==> config.mk <==
export PLATFORM = sky130hd
export DESIGN_NAME = if_stage_ctrl
export DESIGN_NICKNAME = d
export VERILOG_FILES = /design/src/rtl/mips_pkg.sv /design/src/rtl/ifid_reg.sv /design/src/rtl/if_stage_ctrl.sv
export SDC_FILE = /design/constraint.sdc
export NUM_CORES = 1
export LEC_CHECK = 0
export CORE_AREA = 2 2 87 131
export DETAILED_ROUTE_END_ITERATION = 16
export DIE_AREA = 0 0 89 133
export MAX_ROUTING_LAYER = met4
export PLACE_DENSITY = 0.95
export SETUP_SLACK_MARGIN = 0.02
export SYNTH_ARGS = -nofsm -noshare
export SYNTH_HDL_FRONTEND = slang
export SYNTH_SLANG_ARGS = --single-unit
==> constraint.sdc <==
create_clock -name clk -period 3.1 [get_ports clk]
set_input_delay 0.465 -clock clk [delete_from_list [all_inputs] [get_ports clk]]
set_output_delay 0.465 -clock clk [all_outputs]
set_load 0.005 [all_outputs]
==> src/rtl/mips_pkg.sv <==
// Purpose : shared types and constants for the MIPS instruction-fetch stage.
// Latency : n/a (declarations only).
// Backpr. : n/a.
// Contents: fetch FSM state enum, instruction width, PC increment.
package mips_pkg;

   typedef enum logic {
      FETCH = 1'b0,  // normal fetch; data is used on imem_ready
      DRAIN = 1'b1   // a stale fetch is in flight; its data is thrown away
   } if_state_t;

   localparam int          INSTR_W = 32;
   localparam logic [31:0] PC_STEP = 32'd4;

endpackage

==> src/rtl/ifid_reg.sv <==
// Purpose : IF/ID pipeline register with load, hold, bubble and clear.
// Latency : 1 cycle from i_load/i_clear/i_bubble to outputs.
// Backpr. : no load/clear/bubble = hold (stall); clear beats load.
// Ports   : clk, rst (sync, active-high); i_load captures i_instr/i_pc and
//           marks valid; i_bubble drops valid only; i_clear drops valid and
//           zeroes the instruction; o_valid/o_instr/o_pc are the register.
import mips_pkg::*;

module ifid_reg (
   input  logic               clk,
   input  logic               rst,
   input  logic               i_load,
   input  logic               i_bubble,
   input  logic               i_clear,
   input  logic [INSTR_W-1:0] i_instr,
   input  logic [31:0]        i_pc,
   output logic               o_valid,
   output logic [INSTR_W-1:0] o_instr,
   output logic [31:0]        o_pc
);

   logic               r_valid;
   logic [INSTR_W-1:0] r_instr;
   logic [31:0]        r_pc;

   always_ff @(posedge clk) begin
      if (rst) begin
         r_valid <= 1'b0;
         r_instr <= '0;
         r_pc    <= '0;
      end else if (i_clear) begin
         // the PC field is left alone; only the instruction is scrubbed
         r_valid <= 1'b0;
         r_instr <= '0;
      end else if (i_load) begin
         r_valid <= 1'b1;
         r_instr <= i_instr;
         r_pc    <= i_pc;
      end else if (i_bubble) begin
         r_valid <= 1'b0;
      end
   end

   assign o_valid = r_valid;
   assign o_instr = r_instr;
   assign o_pc    = r_pc;

endmodule

==> src/rtl/if_stage_ctrl.sv <==
// Purpose : instruction-fetch control: PC, fetch FSM, IF/ID register, redirect.
// Latency : imem_req combinational; accepted fetch lands in IF/ID next cycle.
// Backpr. : imem_ready=0 inserts a bubble; freeze holds PC and IF/ID.
// Ports   : clk/rst (sync, active-high); pc_src+branch_addr redirect; freeze
//           stall; imem_req/imem_addr/imem_ready/imem_rdata memory side;
//           if_valid/if_instr/if_pc IF/ID; flush pulse; taken_cnt redirects.
import mips_pkg::*;

module if_stage_ctrl #(
   parameter logic [31:0] RESET_PC = 32'h0000_0000,
   parameter int          CNT_W    = 16
) (
   input  logic               clk,
   input  logic               rst,
   input  logic               pc_src,
   input  logic [31:0]        branch_addr,
   input  logic               freeze,
   output logic               imem_req,
   output logic [31:0]        imem_addr,
   input  logic               imem_ready,
   input  logic [INSTR_W-1:0] imem_rdata,
   output logic               if_valid,
   output logic [INSTR_W-1:0] if_instr,
   output logic [31:0]        if_pc,
   output logic               flush,
   output logic [CNT_W-1:0]   taken_cnt
);

   if_state_t        r_state;
   if_state_t        w_state_nxt;
   logic [31:0]      r_pc;
   logic [31:0]      w_pc_nxt;
   logic [31:0]      w_pc_plus;
   logic             w_req_raw;
   logic             w_load;
   logic             w_bubble;
   logic             w_clear;
   logic             r_flush;
   logic [CNT_W-1:0] r_taken_cnt;
   logic             w_unused;

   // redirect targets are word aligned; the low address bits are dropped
   assign w_unused  = ^branch_addr[1:0];

   assign w_pc_plus = r_pc + PC_STEP;   // wraps modulo 2^32
   // DRAIN keeps the request up so the in-flight beat can complete
   assign w_req_raw = (r_state == DRAIN) | ~freeze;
   assign imem_req  = ~rst & w_req_raw;
   assign imem_addr = r_pc;

   always_comb begin
      w_state_nxt = r_state;
      w_pc_nxt    = r_pc;
      w_load      = 1'b0;
      w_bubble    = 1'b0;
      w_clear     = 1'b0;
      if (pc_src) begin
         w_pc_nxt = {branch_addr[31:2], 2'b00};
         w_clear  = 1'b1;
         if (r_state == FETCH)
            // only a request the memory has not yet accepted leaves stale data behind
            w_state_nxt = (w_req_raw & ~imem_ready) ? DRAIN : FETCH;
         else
            w_state_nxt = imem_ready ? FETCH : DRAIN;
      end else begin
         case (r_state)
            DRAIN: begin
               w_bubble = 1'b1;
               if (imem_ready)
                  w_state_nxt = FETCH;
            end
            default: begin
               if (!freeze) begin
                  if (imem_ready) begin
                     w_load   = 1'b1;
                     w_pc_nxt = w_pc_plus;
                  end else begin
                     w_bubble = 1'b1;
                  end
               end
            end
         endcase
      end
   end

   always_ff @(posedge clk) begin
      if (rst) begin
         r_state     <= FETCH;
         r_pc        <= RESET_PC;
         r_flush     <= 1'b0;
         r_taken_cnt <= '0;
      end else begin
         r_state <= w_state_nxt;
         r_pc    <= w_pc_nxt;
         r_flush <= pc_src;
         if (pc_src && (r_taken_cnt != {CNT_W{1'b1}}))
            r_taken_cnt <= r_taken_cnt + CNT_W'(1);
      end
   end

   ifid_reg u_ifid_reg (
      .clk      (clk),
      .rst      (rst),
      .i_load   (w_load),
      .i_bubble (w_bubble),
      .i_clear  (w_clear),
      .i_instr  (imem_rdata),
      .i_pc     (w_pc_plus),
      .o_valid  (if_valid),
      .o_instr  (if_instr),
      .o_pc     (if_pc)
   );

   assign flush     = r_flush;
   assign taken_cnt = r_taken_cnt;

endmodule

==> Word level (Yosys, flattened, before mapping) <==
Index checks and enable logic that the tools add are counted.
W data, S select, Z words.
{ "word_totals": {"reg_bits": 115, "input_bits": 69, "out_inout_bits": 115, "wordCells": 48} }
{ "classes": {"addsub": 2, "eq_ne": 3, "muxes": 19, "n_bitwise": 8, "n_reduce_logical": 8} }
{ "ops": {"columns": ["operator", "n"], "rows": [
  ["$mux W32", 4],
  ["$add A32 B3 Y32 const B", 1],
  ["$add A16 B1 Y16 const B", 1],
  ["$ne A16 B16 Y1 const B", 1],
  ["$mux W1", 15],
  ["$reduce_and A3 Y1", 2],
  ["$not A1 Y1", 5],
  ["$ne A2 B2 Y1 const B", 2],
  ["$reduce_bool A2 Y1", 2],
  ["$reduce_or A2 Y1", 2],
  ["$and A1 B1 Y1", 2],
  ["$reduce_and A2 Y1", 1],
  ["$logic_and A1 B1 Y1", 1],
  ["$or A1 B1 Y1", 1]
]} }

==> Depth between registers and ports, before layout <==
{ "logic_depth": {"depth_word": 6, "depth_mapped": 7} }

==> Hierarchy <==
A second synthesis with hierarchy kept.
{ "hier_totals": {"hier_cells": 678, "area_unflattened_um2": 5974.5} }
{ "by_module_without_submodules": {"columns": ["module", "instances", "cells_each", "area_each_um2"], "rows": [
  ["if_stage_ctrl", 1, 424, 3286.9],
  ["ifid_reg", 1, 254, 2687.6]
]} }

==> Least setup slack after synthesis <==
Ideal clock, no wire load.
{ "synth_timing": {"kind": "input-to-reg", "start": "in freeze", "end": "reg r_pc[21] (netlist: imem_addr[21])", "setup_ns": 0.115, "arrival_ns": 1.912, "required_ns": 2.985, "path_slack_ns": 1.073, "path_stages": 6, "path_buffers": 1, "cell_sequence": "or3b_1 buf_2 nor4_4 nand4_1 xnor2_1 o21a_1"} }
{ "synth_via": {"elab_chain_len": 2} }
{ "synth_lines": {"columns": ["item", "line", "source"], "rows": [
  ["from (decl)", "if_stage_ctrl.sv:17", "input logic freeze,"],
  ["$ne A2 B2 Y1 (no line)", null, null],
  ["$reduce_and A3 Y1 (no line)", null, null],
  ["to (signal assigned)", "if_stage_ctrl.sv:94", "r_pc <= w_pc_nxt;"],
  ["to (decl)", "if_stage_ctrl.sv:31", "logic [31:0] r_pc;"]
]} }
No other way between the ends.
A chain may end at the register's enable or synchronous reset.

==> Worst setup path in the final report <==
Ends and elaborated chain as after synthesis.

==> metrics.md <==
| Metric | Value |
|---|---|
| Clock tree from TritonCTS | done |
| Clock transition at the registers of the reported paths | 80 ps |
| Data required time of the worst path | 3350 ps |
| Worst flop-to-flop path endpoint | u_ifid_reg.o_pc[21] |
| Average footprint of a synthesized cell | 8.059 sq um |
| Clock period minus final worst setup slack | 2398 ps |
| Post-synthesis sequential area ratio | 0.4309 |
| Aggregate global routing overflow | 0 |
| Max cap viols | 0 |
| Clock tree sinks | 111 |
| Total detailed-routing wirelength | 14030 um |
| Detailed-route vias per instance | 5.338 |
| Peak supply drop | 0.0002704 V |
| Met1 track demand over resource | 0.2761 |
| Clk Latency, worst-skew pair | 350 ps |
| Met2 Track Usage GR | 0.4129 |
| Total GRT Usage | 0.2431 |
| Number of instances resized during post-cts repair | 0 |
| Overall die width | 89 um |
| Die area | 0.01184 sq mm |
| Count of H-tree levels built during CTS | 3 |
| Commonest cells after routing, fill and taps aside | 175 x sky130_fd_sc_hd__clkdlybuf4s50_1, 111 x sky130_fd_sc_hd__dfxtp_1, 106 x sky130_fd_sc_hd__nand2_1 |
| Critical path launch point | freeze |
| Commonest non-fill, non-tap cell in the layout | sky130_fd_sc_hd__clkdlybuf4s50_1 |
| Final antenna diode count | 0 |
| Final std cell area, no fill | 0.007297 sq mm |
| Net count of the finished layout | 862 |
| DR WL/cell | 14.88 um |
| P&R area growth vs syn | 41.48% |
| Post-detail-place hpwl | 10220 um |
| Root Buffer Master | sky130_fd_sc_hd__clkbuf_16 |
| Top achievable clock speed | 417.1 MHz |
| Max Buffers Root-to-Sink | 2 |
| Normalized max-slew margin | 0.4964 |
| FILL cells | 873 |
| Number of buffer cells added on primary ports | 177 |
| Site Rows | 47 |
| Type of the tightest min-delay check | register to register |
| Final hold violation count | 0 |
| Violation count after the first detailed-routing iteration | 215 |
| Quantity of hold-fixing buffers added after cts | 0 |
| Type of the worst setup path | input pin to register |
| Count of cell types in the netlist | 43 |
| Startpoint of the most critical register-to-register path | imem_addr[9] |
| Count of flip-flops with a built-in enable after synthesis | 0 |
| Leading register cell type out of synthesis | sky130_fd_sc_hd__dfxtp_1 |
| Multi-input logic area | 0.002679 sq mm |
| Pin count of the biggest net entering global routing | 59 |
| Final routed DRC violation total | 0 |
| Pins Over Slew Limit | 0 |
| RSZ-0062 raised after global routing | false |
| Routability congestion estimate | 0.9784 |
| First drt pass iteration count | 5 |
| Leakage power figure | 2.525 nW |
| I/O pins | 184 |
| Wire length of the first global-routing pass | 22310 um |
| Worst-case setup slack after placement | 359.8 ps |
| Worst setup slack after layout | 702.4 ps |
| Data arrival time of the critical path | 2640 ps |
| Global-route track usage on met3 | 0.04367 |
| Setup TNS | 0 ps |
| Number of routed nets with antenna violations | 0 |
| Die outline height | 133 um |
| Number of warnings reported in the yosys synthesis log | 0 |
| Run status | complete, no violations |
| PD cells | 434.3 mW/mm^2 |
| Critical path capture point | imem_addr[21] |
| Worst-case register-to-register setup slack | 800 ps |
| Share of synthesized registers carrying an async set or reset | 0 |
| Vias in the first global route | 4744 |
| Worst setup skew after layout | 12.09 ps |
| TritonCTS buffer count | 9 |
| Fin cells | 943 |
| Sequential cell area in the final layout | 0.002222 sq mm |
| Core area | 0.01082 sq mm |
| Post-route clock period utilization | 0.7734 |
| Register bit total from synthesis | 111 |
| Layout cell share with drive strength beyond 1 | 0.04899 |
| Actual transition at the worst max-transition pin | 751.4 ps |
| Worst setup SP type | input pin |
| Via count | 5034 |
| Crit. End Element | register |
| Starting Density | 0.4766 |
| Placed instance count | 927 |
| Post-Synthesis Cell Area | 0.005157 sq mm |
| Cell area after placement | 0.006985 sq mm |
| Biggest fanout along the worst timing path | 10 |
| Initial antenna violation count | 0 |
| Number of buffers added for setup after CTS | 0 |
| Cell count after synthesis | 640 |
| Final setup violation count | 0 |
| Most congested layer reported by global routing | met2 |
| Count of cells along the worst register-to-register path | 5 |
## synth_stat cells, types with 13 or more instances
cell | count | area (sq um)
sky130_fd_sc_hd__a211oi_1 | 29 | 217.7
sky130_fd_sc_hd__a21oi_1 | 55 | 275.3
sky130_fd_sc_hd__clkbuf_1 | 32 | 120.1
sky130_fd_sc_hd__dfxtp_1 | 111 | 2222
sky130_fd_sc_hd__inv_1 | 17 | 63.81
sky130_fd_sc_hd__nand2_1 | 106 | 397.9
sky130_fd_sc_hd__nand3_1 | 24 | 120.1
sky130_fd_sc_hd__nand4_1 | 21 | 131.4
sky130_fd_sc_hd__nor2_1 | 64 | 240.2
sky130_fd_sc_hd__o21a_1 | 13 | 97.59
sky130_fd_sc_hd__o21ai_0 | 13 | 65.06
sky130_fd_sc_hd__xnor2_1 | 32 | 280.3
sky130_fd_sc_hd__xor2_1 | 34 | 297.8
## metrics by stage
| stage | total power, mW | utilization | hold slack [ps] |
|---|---|---|---|
| floorplan | 1.756 | - | 452.7 |
| global placement | 1.985 | 0.6456 | 440.2 |
| detailed placement | 1.997 | 0.6456 | 445.7 |
| CTS | 3.187 | 0.6744 | 456.3 |
| global route | 3.289 | 0.6744 | 472.8 |
| finish | 3.169 | 0.6744 | 454.0 |
## kinds of logic (layout without fill, tap and decap cells)
logic type	count (synthesis)	in the layout	synth area share
other	1	4	0.0007271
adders and majority gates	2	2	0.004851
AOI/OAI and AO/OA	118	118	0.1390
DFF	111	111	0.4309
xor gates and xnor gates	66	66	0.1121
and+or+nand+nor	271	271	0.2511
muxes	4	4	0.008248
buffers and inverters	67	220	0.05313
## metal layers
metal | vias up | part of all wire
met5 | - | 0
met4 | 0 | 0.035
met3 | 37 | 0.047
met2 | 186 | 0.53
met1 | 2341 | 0.39
li1 | 2470 | -
## power by group
| group | internal, mW | switching (mW) | total [mW] |
|---|---|---|---|
| Combinational | 0.243 | 0.168 | 0.411 |
| Clock | 0.661 | 0.543 | 1.20 |
| Sequential | 1.48 | 0.0706 | 1.55 |
| Total | 2.39 | 0.782 | 3.17 |
## registers in the layout, indices dropped and copies added, names as in the netlist
register,cells
flush,1
u_ifid_reg.o_instr,32
imem_addr,30
u_ifid_reg.o_pc,30
u_ifid_reg.o_valid,1
taken_cnt,16
r_state,1
## final cells by class
class / count / area share
tap: 147 / 0.02521
multi-input combinational: 465 / 0.3671
timing repair buffer: 187 / 0.2517
clock inverter: 6 / 0.009945
clock buffer: 10 / 0.03275
sequential: 111 / 0.3045
inverter: 17 / 0.008745
## worst min-delay path by stage
stage	cells past startpoint	start	slack [ps]	to
after global placement	2	u_ifid_reg.o_instr[14]	440	u_ifid_reg.o_instr[14]
after CTS	2	u_ifid_reg.o_instr[4]	460	u_ifid_reg.o_instr[4]
after detailed placement	2	u_ifid_reg.o_instr[4]	450	u_ifid_reg.o_instr[4]
final	2	u_ifid_reg.o_instr[0]	450	u_ifid_reg.o_instr[0]
after global routing	2	u_ifid_reg.o_instr[4]	470	u_ifid_reg.o_instr[4]
after floorplan	2	u_ifid_reg.o_instr[0]	450	u_ifid_reg.o_instr[0]
## critical path, stage by stage
cell and delay [ps]:
sky130_fd_sc_hd__clkdlybuf4s50_1 490, sky130_fd_sc_hd__or3b_1 520, sky130_fd_sc_hd__nor4_4 650, sky130_fd_sc_hd__nand4_1 190, sky130_fd_sc_hd__xnor2_1 150, sky130_fd_sc_hd__o21a_1 170
Note: power is estimated with default switching activity, not from simulation.
